===== config.mk =====
export PLATFORM = sky130hd
export DESIGN_NAME = man_frame_tx
export DESIGN_NICKNAME = d
export VERILOG_FILES = /design/src/rtl/man_pkg.sv /design/src/rtl/man_etu_timer.sv /design/src/rtl/man_frame_tx.sv
export SDC_FILE = /design/constraint.sdc
export NUM_CORES = 1
export LEC_CHECK = 0
export ABC_AREA = 1
export CORE_UTILIZATION = 30
export CTS_CLUSTER_DIAMETER = 200
export CTS_CLUSTER_SIZE = 24
export DETAILED_ROUTE_END_ITERATION = 6
export SYNTH_ARGS = -nofsm -noshare
export SYNTH_HDL_FRONTEND = slang
export SYNTH_HIERARCHICAL = 1
export SYNTH_SLANG_ARGS = --single-unit

===== constraint.sdc =====
create_clock -name clk -period 5.3 [get_ports clk]
set_input_delay 0.795 -clock clk [delete_from_list [all_inputs] [get_ports clk]]
set_output_delay 0.795 -clock clk [all_outputs]
set_load 0.03 [all_outputs]

===== src/rtl/man_pkg.sv =====
// Shared types and sizing helpers for the Manchester frame encoder.
// MAN_PARITY_EN (in the users of this package) enables the per-word odd-parity bit.
package man_pkg;

    typedef enum logic [2:0] {IDLE, SOF, DATA, PAR, EOF} state_t;

    localparam int DEF_DATA_W   = 8;
    localparam int DEF_HALF_ETU = 4;
    localparam int ETU_CLKS     = 2 * DEF_HALF_ETU;
    localparam int CNT_W        = $clog2(DEF_HALF_ETU) + 1;
    localparam int BIT_W        = $clog2(DEF_DATA_W) + 1;

    // Widths recomputed for parameter overrides in the instantiating modules
    function automatic int cnt_width(input int half_etu);
        return $clog2(half_etu) + 1;
    endfunction

    function automatic int bit_width(input int data_w);
        return $clog2(data_w) + 1;
    endfunction

endpackage


===== src/rtl/man_etu_timer.sv =====
// Half-ETU timer: counts clocks inside each half bit and flags half/ETU boundaries.
// pre_end marks the clock before the last clock of an ETU so registered outputs can lead it.
module man_etu_timer
    import man_pkg::*;
#(
    parameter int HALF_ETU = DEF_HALF_ETU
) (
    input  logic clk,
    input  logic rst_n,
    input  logic clear,
    input  logic run,
    output logic half,
    output logic half_tick,
    output logic etu_end,
    output logic pre_end
);

    localparam int CW = cnt_width(HALF_ETU);
    localparam logic [CW-1:0] TOP_CNT = CW'(HALF_ETU - 1);
    localparam logic [CW-1:0] PRE_CNT = (HALF_ETU > 1) ? CW'(HALF_ETU - 2) : '0;

    logic [CW-1:0] cnt;

    always_ff @(posedge clk or negedge rst_n) begin
        if (!rst_n) begin
            cnt  <= '0;
            half <= 1'b0;
        end else if (clear || !run) begin
            cnt  <= '0;
            half <= 1'b0;
        end else if (cnt == TOP_CNT) begin
            cnt  <= '0;
            half <= ~half;
        end else begin
            cnt <= cnt + CW'(1);
        end
    end

    // With a one-clock half, the ETU's first clock is already the one before its end
    always_comb begin
        half_tick = run && (cnt == TOP_CNT);
        etu_end   = half_tick && half;
        if (HALF_ETU == 1) begin
            pre_end = run && !half;
        end else begin
            pre_end = run && half && (cnt == PRE_CNT);
        end
    end

endmodule


===== src/rtl/man_frame_tx.sv =====
// Manchester frame encoder: SOF, data bits (optional odd parity per word), one idle ETU.
// Define MAN_PARITY_EN to append a parity bit after each word.
module man_frame_tx
    import man_pkg::*;
#(
    parameter int DATA_W    = DEF_DATA_W,
    parameter int HALF_ETU  = DEF_HALF_ETU,
    parameter int LSB_FIRST = 1
) (
    input  logic              clk,
    input  logic              in_rst_n,
    input  logic              in_valid,
    input  logic [DATA_W-1:0] in_data,
    input  logic              in_last,
    input  logic              in_pol,
    output logic              in_ready,
    output logic              out_data,
    output logic              out_en,
    output logic              out_busy,
    output logic              out_underrun
);

    localparam int IW = bit_width(DATA_W);
    localparam logic [IW-1:0] LAST_IDX = IW'(DATA_W - 1);

    state_t            state, state_n;
    logic [IW-1:0]     bit_idx, bit_idx_n;
    logic [DATA_W-1:0] shreg, shreg_n;
    logic              last_q, last_n;
    logic              pol_q, pol_n;
    logic              urun_n, ready_n, data_n, half_n, cur_bit;
    logic              accept, start, final_bit, eow;
    logic              half, half_tick, etu_end, pre_end;
`ifdef MAN_PARITY_EN
    logic              par_q, par_n;
`endif

    man_etu_timer #(.HALF_ETU(HALF_ETU)) timer (
        .clk       (clk),
        .rst_n     (in_rst_n),
        .clear     (start),
        .run       (state != IDLE),
        .half      (half),
        .half_tick (half_tick),
        .etu_end   (etu_end),
        .pre_end   (pre_end)
    );

    assign accept = in_valid && in_ready;
    assign start  = accept && (state == IDLE);
`ifdef MAN_PARITY_EN
    assign final_bit = (state == PAR);
`else
    assign final_bit = (state == DATA) && (bit_idx == LAST_IDX);
`endif
    assign eow = etu_end && final_bit;

    // Outputs are registered from the next-cycle view of state, bit and half
    always_comb begin
        state_n   = state;
        bit_idx_n = bit_idx;
        shreg_n   = shreg;
        last_n    = last_q;
        pol_n     = pol_q;
        urun_n    = out_underrun;
`ifdef MAN_PARITY_EN
        par_n     = par_q;
`endif
        case (state)
            IDLE: begin
                if (accept) begin
                    state_n   = SOF;
                    bit_idx_n = '0;
                    shreg_n   = in_data;
                    last_n    = in_last;
                    pol_n     = in_pol;
                    urun_n    = 1'b0;
`ifdef MAN_PARITY_EN
                    par_n     = ~^in_data;
`endif
                end
            end
            SOF: begin
                if (etu_end) begin
                    state_n   = DATA;
                    bit_idx_n = '0;
                end
            end
            DATA: begin
                if (etu_end && !final_bit) begin
`ifdef MAN_PARITY_EN
                    if (bit_idx == LAST_IDX) begin
                        state_n = PAR;
                    end else
`endif
                    begin
                        bit_idx_n = bit_idx + IW'(1);
                        shreg_n   = (LSB_FIRST != 0) ? (shreg >> 1) : (shreg << 1);
                    end
                end
            end
            EOF: begin
                if (etu_end) begin
                    state_n = IDLE;
                end
            end
            default: begin
            end
        endcase

        // Chain the next word with no gap, or close the frame (truncated if none arrived)
        if (eow) begin
            if (accept && !last_q) begin
                state_n   = DATA;
                bit_idx_n = '0;
                shreg_n   = in_data;
                last_n    = in_last;
`ifdef MAN_PARITY_EN
                par_n     = ~^in_data;
`endif
            end else begin
                state_n = EOF;
                if (!last_q) begin
                    urun_n = 1'b1;
                end
            end
        end

        half_n  = (start || state_n == IDLE) ? 1'b0 : (half ^ half_tick);
        cur_bit = (LSB_FIRST != 0) ? shreg_n[0] : shreg_n[DATA_W-1];

        data_n = 1'b0;
        case (state_n)
            SOF:     data_n = 1'b1 ^ pol_n ^ half_n;
            DATA:    data_n = cur_bit ^ pol_n ^ half_n;
`ifdef MAN_PARITY_EN
            PAR:     data_n = par_n ^ pol_n ^ half_n;
`endif
            default: data_n = 1'b0;
        endcase

        ready_n = (state_n == IDLE) || (pre_end && final_bit && !last_q);
    end

    always_ff @(posedge clk or negedge in_rst_n) begin
        if (!in_rst_n) begin
            state        <= IDLE;
            bit_idx      <= '0;
            shreg        <= '0;
            last_q       <= 1'b0;
            pol_q        <= 1'b0;
`ifdef MAN_PARITY_EN
            par_q        <= 1'b0;
`endif
            in_ready     <= 1'b0;
            out_data     <= 1'b0;
            out_en       <= 1'b0;
            out_busy     <= 1'b0;
            out_underrun <= 1'b0;
        end else begin
            state        <= state_n;
            bit_idx      <= bit_idx_n;
            shreg        <= shreg_n;
            last_q       <= last_n;
            pol_q        <= pol_n;
`ifdef MAN_PARITY_EN
            par_q        <= par_n;
`endif
            in_ready     <= ready_n;
            out_data     <= data_n;
            out_en       <= (state_n != IDLE);
            out_busy     <= (state_n != IDLE);
            out_underrun <= urun_n;
        end
    end

endmodule

==> results.json <==
{
  "ys_seq_elements": 25,
  "drt_iter0_drc": 43,
  "dpl.cell_count": 254,
  "grt_max_degree": 26,
  "die_h_microns": 71.98,
  "worstSkewPairLatency_ns": 0.27,
  "layout_common_cells": "nand2_1, dfrtp_1, inv_1, clkdlybuf4s50_1, nor2_1",
  "crit_start": "in_valid",
  "rows": 25,
  "setup_viol": 0,
  "crit_arrival_ns": 2.39,
  "syn_area_sq_um": 1469,
  "die_area_sq_um": 5180,
  "layout_setup_ws_ns": 3.081,
  "worst_pin_slew_ns": 0.3761,
  "fin_cells": 258,
  "grt_pass1_vias": 1126,
  "min_period_ns": 2.219,
  "fin_crit_sh": 0.4187,
  "postCtsSetupBuffers": 0,
  "status": "finished, final reports clean",
  "rsz0062_at_grt": "false",
  "required_ns": 5.47,
  "max_cap_violations": 0,
  "slowest_delay_ns": 0.46,
  "wl_per_cell_microns": 10.61,
  "start_kind": "input pin",
  "syn_to_final_growth_pct": 20.36,
  "final_common_cell": "nand2_1",
  "crit_path_cell_trace": "clkdlybuf4s50_1 > nand2_1 > inv_1 > nand3_4 > or2_1 > o21ai_1 > nand3_1 > nand2_2 > nand2_1 > nand2_1 > inv_1",
  "netlist.area_leader.share": 0.4259,
  "antenna_cells": 0,
  "yosysUniqueCellTypes": 31,
  "avgViaCountPerCell": 4.419,
  "dr.pass1.iters": 4,
  "fin_setup_tns_ns": 0,
  "skew_ns": 0.004064,
  "core_area_sq_um": 4723,
  "cts_sinks": 25,
  "layout.nets": 208,
  "nFillCells": 482,
  "hold_viol": 0,
  "h-tree-depth": 1,
  "cts_resized": 0,
  "drive_gt1_frac": 0.1623,
  "gr-usage-all-layers": 0.1197,
  "wl_microns": 2737,
  "power.total_uw": 317.1,
  "numCtsBuffers": 3,
  "pwr_density_cell_nw_per_um2": 179.4,
  "placed_area_sq_um": 1723,
  "ctsHoldBuffers": 0,
  "num_io_pins": 18,
  "max_slew_margin": 0.7493,
  "critical_path_class": "input pin to flop",
  "synth_top_area_cell": "dfrtp_1",
  "seq_area_frac_synth": 0.4259,
  "grt.overflow.total": 0,
  "ant_nets": 0,
  "via_count": 1140,
  "synthTopCellsByArea": "dfrtp_1, nand2_1, inv_1",
  "fmax_ghz": 0.4506,
  "cpMostUsedCell": "nand2_1",
  "drc_errors": 0,
  "min_path_type": "flop to flop",
  "cts_buffer_depth": 2,
  "clk_pin_slew_worst_paths_ns": 0.09,
  "drv_slew": 0,
  "worstSetupEndpointType": "flop",
  "cts_tree": "built",
  "cts_root_buf": "clkbuf_8",
  "crit_slowest_cell": "clkdlybuf4s50_1",
  "netlist_instances": 170,
  "critPathMaxFanout": 8,
  "die_w_microns": 71.98,
  "yosysWarnings": 6,
  "design_area_sq_um": 1768,
  "gp_congestion": 0.7747,
  "grt_first_pass_wirelength_microns": 4919,
  "dp_hpwl_microns": 2023,
  "port-buffer-count": 17,
  "power_leakage_uw": 0.0008960,
  "start_util": 0.3110,
  "mappedNetlistNets": 186,
  "grt_antenna_before_repair": 0,
  "timing.rr.start": "state[1]",
  "ir_drop_mv": 0.09257,
  "pre_cts_ws_ns": 2.799,
  "syn_avg_cell_area_sq_um": 8.641,
  "hp-start": "timer/cnt[0]"
}
-- final cells by class --
type | instances | area (sq um) | area share
well taps | 67 | 83.83 | 0.04742
repair buffers | 19 | 185.2 | 0.1047
clock buffers | 4 | 45.04 | 0.02548
flip-flops and latches | 25 | 625.6 | 0.3539
multi-input cells | 114 | 719.4 | 0.4069
inverters | 29 | 108.9 | 0.06157
-- per-layer routing --
layer / vias to the layer above / wire length, microns / track usage
met3: 2 / 58 / 0.01944
met5: - / 0 / 0
li1: 596 / - / -
met1: 528 / 1379 / 0.1624
met4: 0 / 17 / 0.04139
met2: 14 / 1281 / 0.1950
-- cells by family after synthesis --
kind of cell / count (synthesis) / share of synthesized area
AOI/OAI and AO/OA: 26 / 0.1176
xor gates and xnor gates: 1 / 0.005964
adders and majority gates: 3 / 0.02556
buffers and inverters: 31 / 0.08433
DFF: 25 / 0.4259
and+or+nand+nor: 84 / 0.3407
-- final timing paths --
check                          endpoint  slack (ns)  cells past startpoint
hold reg to reg            timer/cnt[0]        0.46                      1
hold / removal             timer/cnt[0]        0.46                      1
min in group asynchronous  timer/cnt[2]        0.89                      2
setup reg to reg               out_data        3.09                     16
max in group asynchronous      shreg[5]        4.16                      2
setup / recovery               out_data        3.08                     11
-- power by group --
group | switching, uW | internal, uW | leakage [uW]
Sequential | 0 | 191 | 0.000283
Clock | 59.7 | 53.7 | 0.0000228
Combinational | 5.00 | 8.12 | 0.000591
-- cells in the mapped netlist, drive strengths merged --
cell / instances
nand3: 13
nor4: 1
buf: 2
xor2: 1
ha: 3
o21ba: 1
a31oi: 1
nand2: 42
o21ai: 6
o221ai: 6
o21bai: 1
a21oi: 8
or3b: 1
o31ai: 1
a22oi: 1
dfrtp: 25
a211oi: 1
nor3: 4
nor2: 20
inv: 29
nand4: 2
or2: 1
-- flip-flops by register name (all words and copies together), names as in the netlist --
name / cells
shreg: 8
bit_idx: 4
state: 3
timer/cnt: 3
in_ready: 1
last_q: 1
out_busy: 1
out_data: 1
out_underrun: 1
pol_q: 1
timer/half: 1
-- critical path: cells and delay by family --
kind                   cells  cell delay, ns
buffers and inverters      3            0.67
and+or+nand+nor            7            0.80
AOI/OAI and AO/OA          1            0.13
-- stage by stage --
step                        util  hold slack (ns)
after floorplan                -           0.4274
after global placement    0.3648           0.4499
after detailed placement  0.3648           0.4521
after CTS                 0.3743           0.4646
after global routing      0.3743           0.4980
final                     0.3743           0.4553
(Power assumes the default switching activity.)
